`src/rtl/div_unit_pkg.sv`:
```
// Shared definitions for the iterative divide/remainder unit: widths,
// operation and state encodings, and small decode helpers.
package div_unit_pkg;

  localparam int DATA_W     = 32;
  localparam int STALLBUS_W = 6;
  localparam int CNT_W      = 5;

  typedef enum logic [1:0] {
    OP_DIV  = 2'b00,
    OP_DIVU = 2'b01,
    OP_REM  = 2'b10,
    OP_REMU = 2'b11
  } div_op_e;

  typedef enum logic [1:0] {
    ST_IDLE = 2'b00,
    ST_BUSY = 2'b01,
    ST_DONE = 2'b10
  } div_state_e;

  // DIV and REM interpret operands as two's complement.
  function automatic logic op_is_signed(div_op_e op);
    return ~op[0];
  endfunction

  // REM and REMU return the remainder rather than the quotient.
  function automatic logic op_is_rem(div_op_e op);
    return op[1];
  endfunction

endpackage

```
`src/rtl/div_unit_if.sv`:
```
// EX-stage divide request/response bundle between the pipeline and div_unit.
interface div_unit_if;
  import div_unit_pkg::*;

  logic                     div_start;
  div_op_e                  div_op;
  logic        [DATA_W-1:0] src1;
  logic        [DATA_W-1:0] src2;
  logic                     flush;
  logic                     stallreq_ex;
  logic        [DATA_W-1:0] result;
  logic                     result_valid;

  modport master (
    output div_start, div_op, src1, src2, flush,
    input  stallreq_ex, result, result_valid
  );

  modport slave (
    input  div_start, div_op, src1, src2, flush,
    output stallreq_ex, result, result_valid
  );

endinterface

```
`src/rtl/div_unit_step.sv`:
```
// One restoring-division iteration: shift the next dividend bit into the
// partial remainder and subtract the divisor if it fits.
module div_step
  import div_unit_pkg::*;
(
  input  logic [DATA_W-1:0] rem_in,
  input  logic              dvnd_bit,
  input  logic [DATA_W-1:0] divisor,
  output logic [DATA_W-1:0] rem_out,
  output logic              q_bit
);

  logic [DATA_W:0] shifted;
  logic [DATA_W:0] trial;

  // rem_in < divisor always holds, so shifted < 2*divisor and the kept
  // remainder fits back into DATA_W bits.
  always_comb begin
    shifted = {rem_in, dvnd_bit};
    trial   = shifted - {1'b0, divisor};
    q_bit   = ~trial[DATA_W];
    rem_out = q_bit ? trial[DATA_W-1:0] : shifted[DATA_W-1:0];
  end

endmodule

```
`src/rtl/div_unit.sv`:
```
// Multi-cycle 32-bit DIV/DIVU/REM/REMU unit: classifies the operation,
// iterates one quotient bit per cycle on magnitudes, then fixes up signs.
module div_unit
  import div_unit_pkg::*;
(
  input  logic       clk,
  input  logic       rst,
  div_unit_if.slave  bus
);

  div_state_e              state_q, state_d;
  logic       [CNT_W-1:0]  cnt_q, cnt_d;
  logic       [DATA_W-1:0] result_q, result_d;
  div_op_e                 op_q, op_d;
  logic                    neg_quo_q, neg_quo_d;
  logic                    neg_rem_q, neg_rem_d;
  logic       [DATA_W-1:0] dvnd_q, dvnd_d;
  logic       [DATA_W-1:0] dvsr_q, dvsr_d;
  logic       [DATA_W-1:0] rem_q, rem_d;

  logic                    sgn;
  logic                    src1_neg;
  logic                    src2_neg;
  logic       [DATA_W-1:0] mag1;
  logic       [DATA_W-1:0] mag2;
  logic                    div_zero;
  logic                    ovf;
  logic                    special;
  logic                    accept;
  logic       [DATA_W-1:0] step_rem;
  logic                    step_q;
  logic       [DATA_W-1:0] quo_next;
  logic       [DATA_W-1:0] quo_fix;
  logic       [DATA_W-1:0] rem_fix;

  // Operand decode and classification of the incoming instruction.
  always_comb begin
    sgn      = op_is_signed(bus.div_op);
    src1_neg = sgn & bus.src1[DATA_W-1];
    src2_neg = sgn & bus.src2[DATA_W-1];
    mag1     = src1_neg ? -bus.src1 : bus.src1;
    mag2     = src2_neg ? -bus.src2 : bus.src2;
    div_zero = (bus.src2 == '0);
    ovf      = sgn && (bus.src1 == 32'h8000_0000) && (bus.src2 == 32'hFFFF_FFFF);
    special  = div_zero | ovf;
    accept   = bus.div_start & ~bus.flush;
  end

  div_step u_step (
    .rem_in   (rem_q),
    .dvnd_bit (dvnd_q[DATA_W-1]),
    .divisor  (dvsr_q),
    .rem_out  (step_rem),
    .q_bit    (step_q)
  );

  // Final-iteration quotient/remainder with sign correction applied.
  always_comb begin
    quo_next = {dvnd_q[DATA_W-2:0], step_q};
    quo_fix  = neg_quo_q ? -quo_next : quo_next;
    rem_fix  = neg_rem_q ? -step_rem : step_rem;
  end

  // Next-state logic; flush always returns to IDLE.
  always_comb begin
    state_d = state_q;
    cnt_d   = cnt_q;
    unique case (state_q)
      ST_IDLE: begin
        if (accept) begin
          cnt_d   = '0;
          state_d = special ? ST_DONE : ST_BUSY;
        end
      end
      ST_BUSY: begin
        cnt_d = cnt_q + 1'b1;
        if (cnt_q == CNT_W'(DATA_W - 1)) state_d = ST_DONE;
      end
      ST_DONE: state_d = ST_IDLE;
      default: state_d = ST_IDLE;
    endcase
    if (bus.flush) begin
      state_d = ST_IDLE;
      cnt_d   = '0;
    end
  end

  // Datapath next values: operand capture in IDLE, one step per BUSY cycle.
  always_comb begin
    op_d      = op_q;
    neg_quo_d = neg_quo_q;
    neg_rem_d = neg_rem_q;
    dvnd_d    = dvnd_q;
    dvsr_d    = dvsr_q;
    rem_d     = rem_q;
    result_d  = result_q;
    unique case (state_q)
      ST_IDLE: begin
        if (accept) begin
          op_d      = bus.div_op;
          neg_quo_d = src1_neg ^ src2_neg;
          neg_rem_d = src1_neg;
          dvnd_d    = mag1;
          dvsr_d    = mag2;
          rem_d     = '0;
          if (div_zero)
            result_d = op_is_rem(bus.div_op) ? bus.src1 : 32'hFFFF_FFFF;
          else if (ovf)
            result_d = op_is_rem(bus.div_op) ? 32'h0000_0000 : 32'h8000_0000;
        end
      end
      ST_BUSY: begin
        rem_d  = step_rem;
        dvnd_d = quo_next;
        if ((cnt_q == CNT_W'(DATA_W - 1)) && !bus.flush)
          result_d = op_is_rem(op_q) ? rem_fix : quo_fix;
      end
      default: ;
    endcase
  end

  // Control state and the architecturally visible result register.
  always_ff @(posedge clk) begin
    if (rst) begin
      state_q  <= ST_IDLE;
      cnt_q    <= '0;
      result_q <= '0;
    end else begin
      state_q  <= state_d;
      cnt_q    <= cnt_d;
      result_q <= result_d;
    end
  end

  // Iteration datapath registers; contents are don't-care until captured.
  always_ff @(posedge clk) begin
    op_q      <= op_d;
    neg_quo_q <= neg_quo_d;
    neg_rem_q <= neg_rem_d;
    dvnd_q    <= dvnd_d;
    dvsr_q    <= dvsr_d;
    rem_q     <= rem_d;
  end

  assign bus.stallreq_ex  = ~rst & (((state_q == ST_IDLE) & bus.div_start & ~bus.flush)
                                    | (state_q == ST_BUSY));
  assign bus.result       = result_q;
  assign bus.result_valid = (state_q == ST_DONE);

endmodule

```
`src/flat_wrapper.sv`:
```
// flat-port wrapper written by rule: the top's interface ports become plain ports
module div_unit_flat import div_unit_pkg::*;
  (clk, rst, bus_div_start, bus_div_op, bus_src1, bus_src2, bus_flush, bus_stallreq_ex, bus_result, bus_result_valid);
  div_unit_if bus_i ();
  input  logic clk;
  input  logic rst;
  input wire logic [$bits(bus_i.div_start)-1:0] bus_div_start;
  input wire logic [$bits(bus_i.div_op)-1:0] bus_div_op;
  input wire logic [$bits(bus_i.src1)-1:0] bus_src1;
  input wire logic [$bits(bus_i.src2)-1:0] bus_src2;
  input wire logic [$bits(bus_i.flush)-1:0] bus_flush;
  output wire logic [$bits(bus_i.stallreq_ex)-1:0] bus_stallreq_ex;
  output wire logic [$bits(bus_i.result)-1:0] bus_result;
  output wire logic [$bits(bus_i.result_valid)-1:0] bus_result_valid;
  assign bus_i.div_start = bus_div_start;
  assign bus_i.div_op = bus_div_op;
  assign bus_i.src1 = bus_src1;
  assign bus_i.src2 = bus_src2;
  assign bus_i.flush = bus_flush;
  assign bus_stallreq_ex = bus_i.stallreq_ex;
  assign bus_result = bus_i.result;
  assign bus_result_valid = bus_i.result_valid;
  div_unit u_core (.clk(clk), .rst(rst), .bus(bus_i));
endmodule
```
`config.mk`:
```
export PLATFORM = sky130hd
export DESIGN_NAME = div_unit_flat
export DESIGN_NICKNAME = d
export VERILOG_FILES = /design/src/rtl/div_unit_pkg.sv /design/src/rtl/div_unit_if.sv /design/src/rtl/div_unit_step.sv /design/src/rtl/div_unit.sv /design/src/flat_wrapper.sv
export SDC_FILE = /design/constraint.sdc
export NUM_CORES = 1
export LEC_CHECK = 0
export CORE_MARGIN = 4
export CORE_UTILIZATION = 40
export CTS_BUF_LIST = sky130_fd_sc_hd__clkbuf_2
export CTS_CLUSTER_SIZE = 30
export DETAILED_ROUTE_END_ITERATION = 8
export PLACE_DENSITY_LB_ADDON = 0.3
export RECOVER_POWER = 100
export SYNTH_ARGS = -nofsm -noshare
export SYNTH_HDL_FRONTEND = slang
export SYNTH_SLANG_ARGS = --single-unit
```
`constraint.sdc`:
```
create_clock -name clk -period 5.2 [get_ports clk]
set_input_delay 1.04 -clock clk [delete_from_list [all_inputs] [get_ports clk]]
set_output_delay 1.04 -clock clk [all_outputs]
set_load 0.005 [all_outputs]
```
# Yosys cells after proc, flatten, opt, wreduce, memory -nomap -nowiden
# Cells that the tools add are included.
# totals
n_memories	0
in_bits	70
word_cells	72
mem_bits_ro	0
out_inout_bits	34
mem_bits_rw	0
latch_bits	0
ff_bits	139
# classes
add_sub_neg	6
div	0
bitwise	13
n_shift	0
n_mux	23
n_mul	0
order_cmp	0
reduce_logical	12
n_eq_ne	9
# op_table
operator	count
$mux W32	14
$pmux W32 S2	3
$neg A32 Y32	4
$eq A32 B32 Y1 const B	2
$sub A33 B32 Y33	1
$logic_not A32 Y1	1
$pmux W5 S2	1
$and A1 B1 Y1	6
$mux W2	3
$ne A2 B1 Y1 const B	3
$reduce_and A2 Y1	3
$add A5 B1 Y5 const B	1
$eq A5 B5 Y1 const B	1
$mux W5	1
$not A1 Y1	4
$pmux W2 S2	1
$reduce_and A4 Y1	1
$logic_and A1 B1 Y1	3
$ne A3 B1 Y1 const B	1
$eq A2 B1 Y1 const B	1
$eq A2 B2 Y1 const B	1
$logic_not A2 Y1	1
$or A1 B1 Y1	2
$reduce_bool A2 Y1	1
3 further kinds	3

# Depth between registers and ports, before layout
# depth
depth_word	7
ltp_mapped	24
mapped_depth_nobuf	22

# Hierarchy
# A second synthesis with hierarchy kept.
# hier_totals
cells_unflattened	1240
area_unflattened_um2	10710.3
# modules_own_cells
module	area_per_inst_um2	seq_area_each_um2	instances	cells_each
div_unit	8454.4	3753.6	1	929
div_step	2255.9	0.0	1	311

# Least setup slack after synthesis
# No wires, ideal clock.
# synth_timing
path_kind	flip-flop to flip-flop
start	register u_core.dvnd_q[31]
end	register u_core.result_q[26] (netlist: u_core.bus.result[26])
n_path_buf	2
path_stages_with_launch	25
required_time_ps	5109
arrival_time_ps	4526
setup_ps	91
setup_slack_ps	583
period_less_slack_ps	4617
path_cell_list	edfxtp_1 -> inv_1 -> ha_1 -> inv_1 -> fa_1 -> a211oi_2 -> o31ai_2 -> o211ai_1 -> a21boi_1 -> nor3_1 -> nor2_4 -> inv_2 -> buf_2 -> buf_2 -> nor2_1 -> a21oi_1 -> ha_1 -> nand2b_1 -> or4_1 -> a211oi_1 -> a31oi_1 -> nor3_2 -> and3b_1 -> o21ai_0 -> a311oi_1
# synth_via
elab_chain_cells	7
elab_cells_between_ends	10
cone_classes	add/sub: 3; mux: 6; bitwise: 1
# synth_lines
element	line_no	source
start, declared	div_unit.sv:17	logic [DATA_W-1:0] dvnd_q, dvnd_d;
start signal, assigned	div_unit.sv:140	dvnd_q <= dvnd_d;
$sub A33 B32 Y33	div_unit_step.sv:20	trial = shifted - {1'b0, divisor};
$mux W32 or $not A1 Y1 (tied branches)	div_unit_step.sv:22, div_unit_step.sv:21	
$neg A32 Y32, on equally long branches	div_unit.sv:61, div_unit.sv:60	
$mux W32, on equally long branches	div_unit.sv:61, div_unit.sv:60	
$mux W32 *	div_unit.sv:116	result_d = op_is_rem(op_q) ? rem_fix : quo_fix;
$mux W32 *	div_unit.sv:115	if ((cnt_q == CNT_W'(DATA_W - 1)) && !bus.flush)
$pmux W32 S2 *	div_unit.sv:97	unique case (state_q)
end signal, assigned	div_unit.sv:131	result_q <= result_d;
end, declared	div_unit.sv:13	logic [DATA_W-1:0] result_q, result_d;
# Every way passes the cells marked *; elsewhere a longest branch is shown, timed or not. The select of a mux whose other input is x is not followed.
# A chain may end at the register's enable or synchronous reset.

# Worst setup path after layout
# layout_timing
start	register u_core.rem_q[22]
end	register u_core.result_q[30] (netlist: u_core.bus.result[30])
# layout_via
elab_chain_cells	7
elab_cells_between_ends	10
cone_classes	add/sub: 3; mux: 6; bitwise: 1
# layout_lines
element	line_no	source
start, declared	div_unit.sv:19	logic [DATA_W-1:0] rem_q, rem_d;
start signal, assigned	div_unit.sv:142	rem_q <= rem_d;
$sub A33 B32 Y33	div_unit_step.sv:20	
$mux W32 or $not A1 Y1 (tied branches)	div_unit_step.sv:22, div_unit_step.sv:21	
$neg A32 Y32, on equally long branches	div_unit.sv:61, div_unit.sv:60	
$mux W32, on equally long branches	div_unit.sv:61, div_unit.sv:60	
$mux W32 *	div_unit.sv:116	
$mux W32 *	div_unit.sv:115	
$pmux W32 S2 *	div_unit.sv:97	
# Marks and branches as above.

==> results.cfg <==
[min_path]
hold_path.startpoint = u_core.cnt_q[4]$_SDFFE_PP0P_
hold-path-cell-count = 2
hold_path_end = u_core.cnt_q[4]$_SDFFE_PP0P_
hold_class = reg2reg

[cts]
clkSinkCount = 138
clk_pin_slew_worst_paths_ns = 0.26
tritoncts.num_buffers = 17
cts_tree = built
htree_levels = 4
cts-root-buf = clkbuf_2
clk_path_buf_depth = 2
clk_latency_ns = 0.79

[cells_and_area]
syn_to_final_growth_pct = 14.9
drive_gt1_share_pct = 6.45
nets = 1569

[global_route]
grt_pass1_vias = 10600
antenna_found_initial = 1
grt_pass1_wl_um = 57100
grt_overflow = 0
grt_max_degree = 76
grt.total_usage_pct = 22.8

[critical_path]
path_common_cell = ha_1
crit_arrival_ns = 5.55
ff2ff_path_depth = 19
cp.required_ns = 5.92
r2r_end = u_core.bus.result[30]$_SDFFE_PP0P_
path_class = reg2reg
slowest_stage = edfxtp_1
path_max_fanout = 11
cpPeakStageDelay_ns = 0.48
end_kind = flop
reg2reg_from = u_core.rem_q[22]$_SDFFCE_PN0P_
crit_chain = ha_1 > nand2_1 > o21ai_1 > a211oi_2 > o31ai_2 > o21a_1 > nor2_4 > inv_2 > mux2i_1 > ha_1 > nand2b_1 > or4_1 > a211oi_1 > a31oi_2 > nor3_2 > buf_4 > a21oi_1 > xor2_1 > o22ai_1
startpoint_type = flop
ff2ff_setup_slack_ns = 0.38

[yosys]
syn-instance-count = 1374
synth_flop_cell = edfxtp_1
synth_edf_count = 99
synth_top_area_share_pct = 26.2
syn-num-nets = 1484
synth_area_leader_cell = edfxtp_1
yosysUniqueCellTypes = 86
syn-mean-instance-area_um2 = 8.26
synthTopCellsByArea = edfxtp_1 (26%), dfxtp_1 (6.9%), xnor2_1 (5.9%), o21ai_0 (5.9%), nor2_1 (4.9%)
syn_area_um2 = 11400
yosysWarnings = 0
yosysSeqAreaShare_pct = 33.1
ys_seq_elements = 138
async_flop_share_pct = 0

[floorplan]
die_w_um = 176
num_rows = 61
dieArea_um2 = 31100
start_util_pct = 40.8
core_region_area_um2 = 27900
die_y_um = 176
ios = 104

[sta]
min_period_ns = 4.82
setup_violations = 0
timing.hold.ws_ns = 0.491
rsz0062_at_grt = false
fmax_mhz = 207
fin_crit_sh_pct = 92.8
worst_pin_slew_ns = 2.92
fin_worst_skew_ns = 0.0655
fin_ws_ns = 0.376
hold_viol_final = 0
slew_violations = 178
fin_tns_setup_ns = 0
maxSlewHeadroom_pct = -94.8

[power]
p_int_w = 0.00182
pwr-share-clk_pct = 23.0
combPwrFrac_pct = 32.8
ir_drop_v = 0.000157
p_sw_w = 0.00117
p_seq_share_pct = 44.2
power_switching_share_pct = 39.1
p_leak_nw = 4.63
power_density_nw_per_um2 = 229

[routing]
num_vias = 11100
drc_errors = 0
dr.pass1.iters = 6
viasPerCell = 5.97
wl_um = 36100
wire_per_inst_um = 19.5
ant_nets = 0
drt_iter0_markers = 1178

[place]
pre_cts_ws_ns = 0.434
port_buffers = 103
gp_congestion = 0.908
hpwlAfterDp_um = 27400

[flow_run]
maxCapViolCount = 4

[outcome]
violations = capacitance limit, slew limit
status = complete, but fails checks
cells in the mapped netlist, types with 4 or more instances:
library cell and count:
a211oi_1 14, a21o_1 11, a21oi_1 100, a221oi_1 8, a22oi_1 4, a311oi_1 11, a31oi_1 11, and2_1 11
and3_1 6, and4_1 5, buf_1 7, buf_2 20, clkbuf_1 43, dfxtp_1 39, edfxtp_1 99, ha_1 39
inv_1 56, mux2i_1 25, nand2_1 127, nand2b_1 12, nand3_1 22, nand3b_1 6, nand4_1 18, nor2_1 148
nor2b_1 8, nor3_1 38, nor3b_1 7, nor4_1 14, o2111ai_1 4, o211ai_1 14, o21a_1 7, o21ai_0 134
o21ai_1 4, o221ai_1 6, o22ai_1 4, o311ai_0 4, o31a_1 5, o31ai_1 25, o41ai_1 17, or2_2 8
or3_1 17, or4_1 13, xnor2_1 77, xor2_1 57
how the worst max path moves through the flow:
stage,end,slack (ns),from,cells after the start
CTS,u_core.bus.result[26]$_SDFFE_PP0P_,0.36,u_core.dvnd_q[31]$_DFFE_PP_,21
floorplan,u_core.bus.result[26]$_SDFFE_PP0P_,0.58,u_core.dvnd_q[31]$_DFFE_PP_,24
global placement,u_core.bus.result[26]$_SDFFE_PP0P_,0.61,u_core.dvnd_q[31]$_DFFE_PP_,21
detailed placement,u_core.bus.result[5]$_SDFFE_PP0P_,0.43,bus_src1[10],11
finish,u_core.bus.result[30]$_SDFFE_PP0P_,0.38,u_core.rem_q[22]$_SDFFCE_PN0P_,19
global route,u_core.bus.result[26]$_SDFFE_PP0P_,0.01,u_core.dvnd_q[31]$_DFFE_PP_,21
layout make-up:
| type | count | area [µm²] |
|---|---|---|
| flip-flops and latches | 138 | 3750 |
| repair buffers | 136 | 1240 |
| clock buffers | 17 | 85.1 |
| diodes | 1 | 2.50 |
| fillers | 2710 | 14800 |
| multi-input cells | 1106 | 7120 |
| inverters | 60 | 225 |
| well taps | 378 | 473 |
| clock inverters | 15 | 154 |
timing repair:
item                       CTS  global route
setup endpoints to repair    0             8
setup buffers                0             1
hold buffers                 0             0
resized for setup            0             4
hold endpoints to repair     0             0
power by group through the flow:
stage / Combinational [W] / Clock, W / Sequential [W]
floorplan: 0.000664 / 0 / 0.00132
global placement: 0.000964 / 0 / 0.00134
detailed placement: 0.000967 / 0 / 0.00134
CTS: 0.000973 / 0.000699 / 0.00131
global route: 0.00108 / 0.000745 / 0.00133
finish: 0.000980 / 0.000688 / 0.00132
metal layers:
| metal | share of wire, % | routed length (µm) | GRT usage, % |
|---|---|---|---|
| met5 | 0 | 0 | 0 |
| met3 | 5.1 | 1840 | 2.85 |
| met1 | 43 | 15600 | 29.8 |
| met4 | 3.8 | 1380 | 8.19 |
| met2 | 48 | 17300 | 38.9 |
worst max-delay path, delay by kind of cell (launching register included):
| family | cells | cell delay, ns |
|---|---|---|
| AND/OR/NAND/NOR | 5 | 1.16 |
| buffers and inverters | 2 | 0.27 |
| XOR/XNOR | 1 | 0.16 |
| adder cells (fa/ha/maj) | 2 | 0.76 |
| flip-flops | 1 | 0.48 |
| multiplexers | 1 | 0.25 |
| AO/OA/AOI/OAI | 8 | 1.69 |
metrics by stage:
stage	instances	power, W	util [%]	cell area, µm²
after floorplan	1374	0.00198	-	11400
after global placement	1817	0.00230	46.0	12800
after detailed placement	1817	0.00230	46.0	12800
after CTS	1849	0.00299	46.9	13100
after global routing	1851	0.00315	46.8	13000
final	1851	0.00299	46.8	13000
state kept, by name, summed over array words and instances (netlist names):
register / cells
u_core.bus.result: 32
u_core.dvnd_q: 32
u_core.dvsr_q: 32
u_core.rem_q: 32
u_core.cnt_q: 5
u_core.state_q: 2
u_core.neg_quo_q: 1
u_core.neg_rem_q: 1
u_core.op_q: 1
cells by family (layout without fill, tap and decap cells):
group	after synthesis	in the layout	synth area share, %
simple gates	475	475	20.3
compound gates	429	429	24.8
flops	138	138	33.1
xor+xnor	134	134	10.3
buf+inv	130	228	4.52
fa+ha+maj	40	40	4.47
mux	28	28	2.50
other cells	0	1	0
layout by cell type, fill, tap and decap left out, types with 7 or more instances in the layout:
cell type        instances
a311oi_1                11
xnor2_1                 77
a21oi_1                100
o21a_1                   7
or2_2                    8
dlygate4sd3_1           41
nand4_1                 18
inv_1                   55
nor4_1                  13
nor2_1                 147
and2_1                   9
o211ai_1                16
nor3_1                  36
a211oi_1                14
nand2_1                127
nand2b_1                11
clkbuf_2                17
o31ai_1                 25
a21o_1                  11
o21ai_0                135
edfxtp_1                99
clkbuf_1                11
dfxtp_1                 39
or4_1                   13
buf_4                   22
clkdlybuf4s50_1         62
nor3b_1                  7
nand3_1                 22
mux2i_1                 25
a221oi_1                 8
nor2b_1                  8
ha_1                    39
a31oi_1                 10
or3_1                   17
xor2_1                  57
o41ai_1                 17
(Power assumes the default switching activity.)
